$ cat src/rtl/sipo_rx_if.sv
// Link and consumer bundle for the serial-in/parallel-out receiver.
// Handshake: data_valid stays high while data_out holds an unacknowledged word.
// A cycle with data_valid && data_ack consumes that word. The receiver may
// overwrite data_out with a newer word before it is acknowledged; overrun flags that.
interface sipo_rx_if #(
  parameter int WIDTH = 8
);
  logic             sr_clk;
  logic             data_in;
  logic             frame;
  logic             data_ack;
  logic [WIDTH-1:0] data_out;
  logic             data_valid;
  logic             frame_err;
  logic             overrun;
  logic             busy;
  logic             state_dbg;

  modport master (
    output sr_clk, data_in, frame, data_ack,
    input  data_out, data_valid, frame_err, overrun, busy, state_dbg
  );

  modport slave (
    input  sr_clk, data_in, frame, data_ack,
    output data_out, data_valid, frame_err, overrun, busy, state_dbg
  );
endinterface

$ cat src/rtl/sipo_rx.sv
// Serial receiver for the 8-bit PISO link: synchronizes sr_clk/data_in/frame,
// reassembles words MSB-first and flags framing errors and overruns.
module sipo_rx #(
  parameter int WIDTH       = 8,
  parameter int SYNC_STAGES = 2
) (
  input  logic     clk,
  input  logic     reset,
  sipo_rx_if.slave bus
);
  localparam int CW = $clog2(WIDTH);
  localparam logic [CW-1:0] LAST = CW'(WIDTH - 1);

  typedef enum logic [0:0] {IDLE = 1'b0, SHIFT = 1'b1} state_t;

  state_t                 state, state_n;
  logic [SYNC_STAGES-1:0] sr_chain, d_chain, f_chain;
  logic                   sr_prev;
  logic                   sr_sync, data_sync, frame_sync, sr_rise;
  logic [CW-1:0]          bit_cnt, cnt_n;
  logic [WIDTH-1:0]       shreg, shreg_n, shifted;
  logic [WIDTH-1:0]       dout_q, dout_n;
  logic                   dv_q, dv_n, ferr_q, ferr_n, ovr_q, ovr_n, busy_q;
  logic                   complete;

  // Equal-depth chains keep data_sync aligned with the sr_clk edge it belongs to.
  assign sr_sync    = sr_chain[SYNC_STAGES-1];
  assign data_sync  = d_chain[SYNC_STAGES-1];
  assign frame_sync = f_chain[SYNC_STAGES-1];
  assign sr_rise    = sr_sync & ~sr_prev;
  assign shifted    = {shreg[WIDTH-2:0], data_sync};

  always_ff @(posedge clk) begin
    if (reset) begin
      sr_chain <= '0;
      d_chain  <= '0;
      f_chain  <= '0;
      sr_prev  <= 1'b0;
      state    <= IDLE;
      bit_cnt  <= '0;
      shreg    <= '0;
      dout_q   <= '0;
      dv_q     <= 1'b0;
      ferr_q   <= 1'b0;
      ovr_q    <= 1'b0;
      busy_q   <= 1'b0;
    end else begin
      sr_chain <= {sr_chain[SYNC_STAGES-2:0], bus.sr_clk};
      d_chain  <= {d_chain[SYNC_STAGES-2:0], bus.data_in};
      f_chain  <= {f_chain[SYNC_STAGES-2:0], bus.frame};
      sr_prev  <= sr_sync;
      state    <= state_n;
      bit_cnt  <= cnt_n;
      shreg    <= shreg_n;
      dout_q   <= dout_n;
      dv_q     <= dv_n;
      ferr_q   <= ferr_n;
      ovr_q    <= ovr_n;
      busy_q   <= (state_n == SHIFT);
    end
  end

  always_comb begin
    state_n  = state;
    cnt_n    = bit_cnt;
    shreg_n  = shreg;
    dout_n   = dout_q;
    dv_n     = dv_q & ~bus.data_ack;
    ferr_n   = 1'b0;
    ovr_n    = 1'b0;
    complete = 1'b0;
    case (state)
      IDLE: begin
        cnt_n = '0;
        if (frame_sync) state_n = SHIFT;
      end
      SHIFT: begin
        if (sr_rise) begin
          shreg_n = shifted;
          if (bit_cnt == LAST) begin
            // Completion beats a simultaneous ack: the new word is still unread.
            complete = 1'b1;
            dout_n   = shifted;
            dv_n     = 1'b1;
            ovr_n    = dv_q & ~bus.data_ack;
            cnt_n    = '0;
          end else begin
            cnt_n = bit_cnt + 1'b1;
          end
        end
        if (!frame_sync) begin
          state_n = IDLE;
          cnt_n   = '0;
          ferr_n  = !complete && (bit_cnt != '0);
        end
      end
      default: state_n = IDLE;
    endcase
  end

  assign bus.data_out   = dout_q;
  assign bus.data_valid = dv_q;
  assign bus.frame_err  = ferr_q;
  assign bus.overrun    = ovr_q;
  assign bus.busy       = busy_q;
  assign bus.state_dbg  = state;
endmodule

$ cat src/flat_wrapper.sv
// flat-port wrapper written by rule: the top's interface ports become plain ports
module sipo_rx_flat 
#(
  parameter int WIDTH       = 8,
  parameter int SYNC_STAGES = 2
)
  (clk, reset, bus_sr_clk, bus_data_in, bus_frame, bus_data_ack, bus_data_out, bus_data_valid, bus_frame_err, bus_overrun, bus_busy, bus_state_dbg);
  sipo_rx_if #(.WIDTH(WIDTH)) bus_i ();
  input  logic clk;
  input  logic reset;
  input wire logic [$bits(bus_i.sr_clk)-1:0] bus_sr_clk;
  input wire logic [$bits(bus_i.data_in)-1:0] bus_data_in;
  input wire logic [$bits(bus_i.frame)-1:0] bus_frame;
  input wire logic [$bits(bus_i.data_ack)-1:0] bus_data_ack;
  output wire logic [$bits(bus_i.data_out)-1:0] bus_data_out;
  output wire logic [$bits(bus_i.data_valid)-1:0] bus_data_valid;
  output wire logic [$bits(bus_i.frame_err)-1:0] bus_frame_err;
  output wire logic [$bits(bus_i.overrun)-1:0] bus_overrun;
  output wire logic [$bits(bus_i.busy)-1:0] bus_busy;
  output wire logic [$bits(bus_i.state_dbg)-1:0] bus_state_dbg;
  assign bus_i.sr_clk = bus_sr_clk;
  assign bus_i.data_in = bus_data_in;
  assign bus_i.frame = bus_frame;
  assign bus_i.data_ack = bus_data_ack;
  assign bus_data_out = bus_i.data_out;
  assign bus_data_valid = bus_i.data_valid;
  assign bus_frame_err = bus_i.frame_err;
  assign bus_overrun = bus_i.overrun;
  assign bus_busy = bus_i.busy;
  assign bus_state_dbg = bus_i.state_dbg;
  sipo_rx #(.WIDTH(WIDTH), .SYNC_STAGES(SYNC_STAGES)) u_core (.clk(clk), .reset(reset), .bus(bus_i));
endmodule
$ cat config.mk
export PLATFORM = sky130hd
export DESIGN_NAME = sipo_rx_flat
export DESIGN_NICKNAME = d
export VERILOG_FILES = /design/src/rtl/sipo_rx_if.sv /design/src/rtl/sipo_rx.sv /design/src/flat_wrapper.sv
export SDC_FILE = /design/constraint.sdc
export NUM_CORES = 1
export LEC_CHECK = 0
export ABC_AREA = 1
export ABC_CLOCK_PERIOD_IN_PS = 1600
export BUFFER_PORTS_ARGS = -buffer_cell sky130_fd_sc_hd__buf_2
export CORE_AREA = 2 2 49 51
export CTS_BUF_LIST = sky130_fd_sc_hd__clkbuf_2
export CTS_CLUSTER_DIAMETER = 200
export DETAILED_ROUTE_END_ITERATION = 7
export DIE_AREA = 0 0 51 53
export PLACE_DENSITY_LB_ADDON = 0.05
export SLEW_MARGIN = 20
export SYNTH_ARGS = -nofsm -noshare
export SYNTH_HDL_FRONTEND = slang
export SYNTH_SLANG_ARGS = --single-unit
export TNS_END_PERCENT = 5
$ cat constraint.sdc
create_clock -name clk -period 1.6 [get_ports clk]
set_input_delay 0.32 -clock clk [delete_from_list [all_inputs] [get_ports clk]]
set_output_delay 0.32 -clock clk [all_outputs]
set_load 0.005 [all_outputs]
==> impl_metrics.csv <==
group,metric,value,unit
placed_design,io_buffers,18,
power,p_clk_frac,0.302,
min_path,min_path_type,"in2reg",
power,power_leakage,0.609,nW
layout,fin_area,0.00128,sq mm
routing,first_pass_iters,7,
routing,top_layer,"met4",
yosys,yosysUniqueCellTypes,20,
timing,relSlewSlack,0.732,
power,comb_power_share,0.032,
power,powerDensity,862,mW/mm^2
clocking,clockBufferDepth,2,
clocking,cts_made_buffers,5,
die,dieArea,0.00270,sq mm
die,die_w,51,microns
global_routing,overflow,0,
timing,rsz0062_at_grt,"false",
routing,via_per_inst,4.78,
global_routing,grt_start_max_net_pins,23,
yosys,syn-instance-count,150,
power,internal_power,0.843,mW
routing,drt-initial-drc-count,20,
worst_setup_path,arrival,1.68,ns
yosys,synth-async-reset-ratio,0,
worst_setup_path,worst-path-buf-inv,0,
yosys,yosys_register_bits,29,
timing,fmax,717,MHz
routing,antenna_left,0,
clocking,cts-root-buf,"clkbuf_2",
die,start_util,0.533,
routing,vias,952,
timing,slew_violations,0,
timing,setup_tns,0,ns
yosys,synthTopCellsByCount,"nand2_1, inv_1, dfxtp_1",
routing,drt-met1-wl,965,microns
worst_setup_path,crit_type,"reg2reg",
routing,routedWlPerCell,10.7,microns
worst_setup_path,crit_path_cell_trace,"ha_1 -> ha_2 -> nand4_4 -> nand2_1 -> nand2_1 -> nor2_1",
yosys,synthTopCellsByArea,"dfxtp_1, nand2_1, inv_1, nor2_1, a21oi_1",
routing,postRouteWirelength,2120,microns
worst_setup_path,path_max_fanout,13,
worst_setup_path,critPathMaxStageDelay,0.39,ns
layout,nNetsFinal,180,
placed_design,gp_congestion,0.810,
timing,fin_skew,0.00576,ns
yosys,netlist.area_leader.share,0.507,
die,num_rows,17,
worst_setup_path,cp_top_family,"simple AND/OR/NAND/NOR gates",
worst_setup_path,critical-path-slowest-cell,"dfxtp_1",
clocking,path_clk_slew,0.14,ns
global_routing,grt_pass1_wl,3680,microns
placed_design,place_area,0.00124,sq mm
yosys,synth_edf_count,0,
die,die_h,53,microns
clocking,htreeDepth,2,
timing,finalHoldViolCount,0,
die,core_area,0.00215,sq mm
yosys,yosysWarningCount,0,
job,maxCapViolCount,0,
die,pin_count,19,
clocking,clock_latency,0.35,ns
clocking,clock-sinks,29,
timing,fin_crit,1.39,ns
routing,dr_wl_met2,950,microns
yosys,synth.most_common_cell,"nand2_1",
yosys,yosysSeqAreaShare,0.507,
power,seq_power_share,0.666,
clocking,tritoncts,"done",
run_status,status,"finished, final reports clean",
yosys,yosysTopAreaCell,"dfxtp_1",
clocking,cts_resized,0,
yosys,synth_nets,159,
global_routing,antenna_found_initial,0,
worst_setup_path,critPathRequiredTime,1.88,ns
clocking,cts_hold_buf,0,
clocking,cts_setup_buffers,0,
layout,drive_gt1_frac,0.187,
placed_design,post-dp-hpwl,1510,microns
yosys,yosys_most_used_dff,"dfxtp_1",
global_routing,first_global_vias,886,
power,ir_drop,0.618,mV
timing,worstMarginPinSlew,0.402,ns
routing,wl_met3,159,microns
yosys,syn_area,0.00114,sq mm
layout,area_growth,11.8,%
layout,num_antenna_cells,0,
timing,setup_viol,0,
routing,drc,0,
power,p_sw_frac,0.236,
yosys,syn_avg_cell_area,7.63,sq um
timing,fin_crit_sh,0.871,
worst_setup_path,cp-start-kind,"register",
worst_setup_path,worst_setup_path_end_kind,"register",
layout,post-route-util,0.596,
global_routing,grtUsageTotal,0.194,
power,p_sw,0.261,mW
worst_setup_path,timing.critical_path.mode_cell,"nand2_1",
flip-flops by register name (all words and copies together), names as in the netlist:
signal	count
u_core.bus.data_out	8
u_core.shreg	7
u_core.f_chain	2
u_core.bus.data_valid	1
u_core.bus.state_dbg	1
u_core.bus.overrun	1
u_core.d_chain	2
u_core.sr_chain	2
u_core.sr_prev	1
u_core.bit_cnt	3
u_core.bus.frame_err	1
logic make-up after synthesis:
family	Yosys count	share of synthesized area
buffers and inverters	36	0.132
AO/OA/AOI/OAI	11	0.0525
flip-flops	29	0.507
AND/OR/NAND/NOR	71	0.275
adder cells (fa/ha/maj)	3	0.0328
cell usage in the layout, fill, tap and decap left out, types with 2 or more instances in the layout:
cell type and count:
nand2_1 35, inv_1 30, dfxtp_1 29, nor2_1 23, buf_2 18, a21oi_1 9
nand4_1 6, clkbuf_2 6, nand3_1 2, ha_1 2
tightest hold or removal path, stage by stage:
cell and delay [ns]:
buf_2 0.09, inv_1 0.04, nor2_1 0.03
metal layers:
metal,global-route usage,vias up
li1,-,490
met1,0.206,419
met2,0.301,35
met3,0.105,8
met4,0.122,0
met5,0,-
metrics by stage:
step	hold WS [ns]	setup WS [ns]	total power, mW	cells
floorplan	0.388	0.335	0.774	150
global placement	0.389	0.265	0.786	192
detailed placement	0.395	0.164	0.787	192
CTS	0.146	0.118	1.11	199
global route	0.131	0.0648	1.15	199
finish	0.166	0.206	1.10	199
worst paths after layout:
path	from	endpoint	slack (ns)	cells past startpoint
setup / recovery	u_core.bit_cnt[0]	u_core.bus.data_out[3]	0.21	6
setup reg to reg	u_core.bit_cnt[0]	u_core.bus.data_out[3]	0.21	6
hold / removal	bus_sr_clk	u_core.sr_chain[0]	0.17	3
hold reg to reg	u_core.sr_chain[0]	u_core.sr_chain[1]	0.41	2
power by group through the flow:
stage               clock network (mW)  registers (mW)  logic (mW)
global placement                     0           0.751      0.0343
CTS                              0.342           0.735      0.0354
finish                           0.333           0.736      0.0351
global route                     0.377           0.737      0.0400
floorplan                            0           0.750      0.0237
detailed placement                   0           0.751      0.0352
area by class of cell:
type | count | area (sq um)
fill | 216 | 868
timing repair buffer | 19 | 97.6
tap | 28 | 35.0
sequential | 29 | 581
inverter | 31 | 118
clock inverter | 1 | 3.75
clock buffer | 6 | 30.0
multi-input combinational | 85 | 415
No activity file was read; power rests on OpenSTA's default activity.
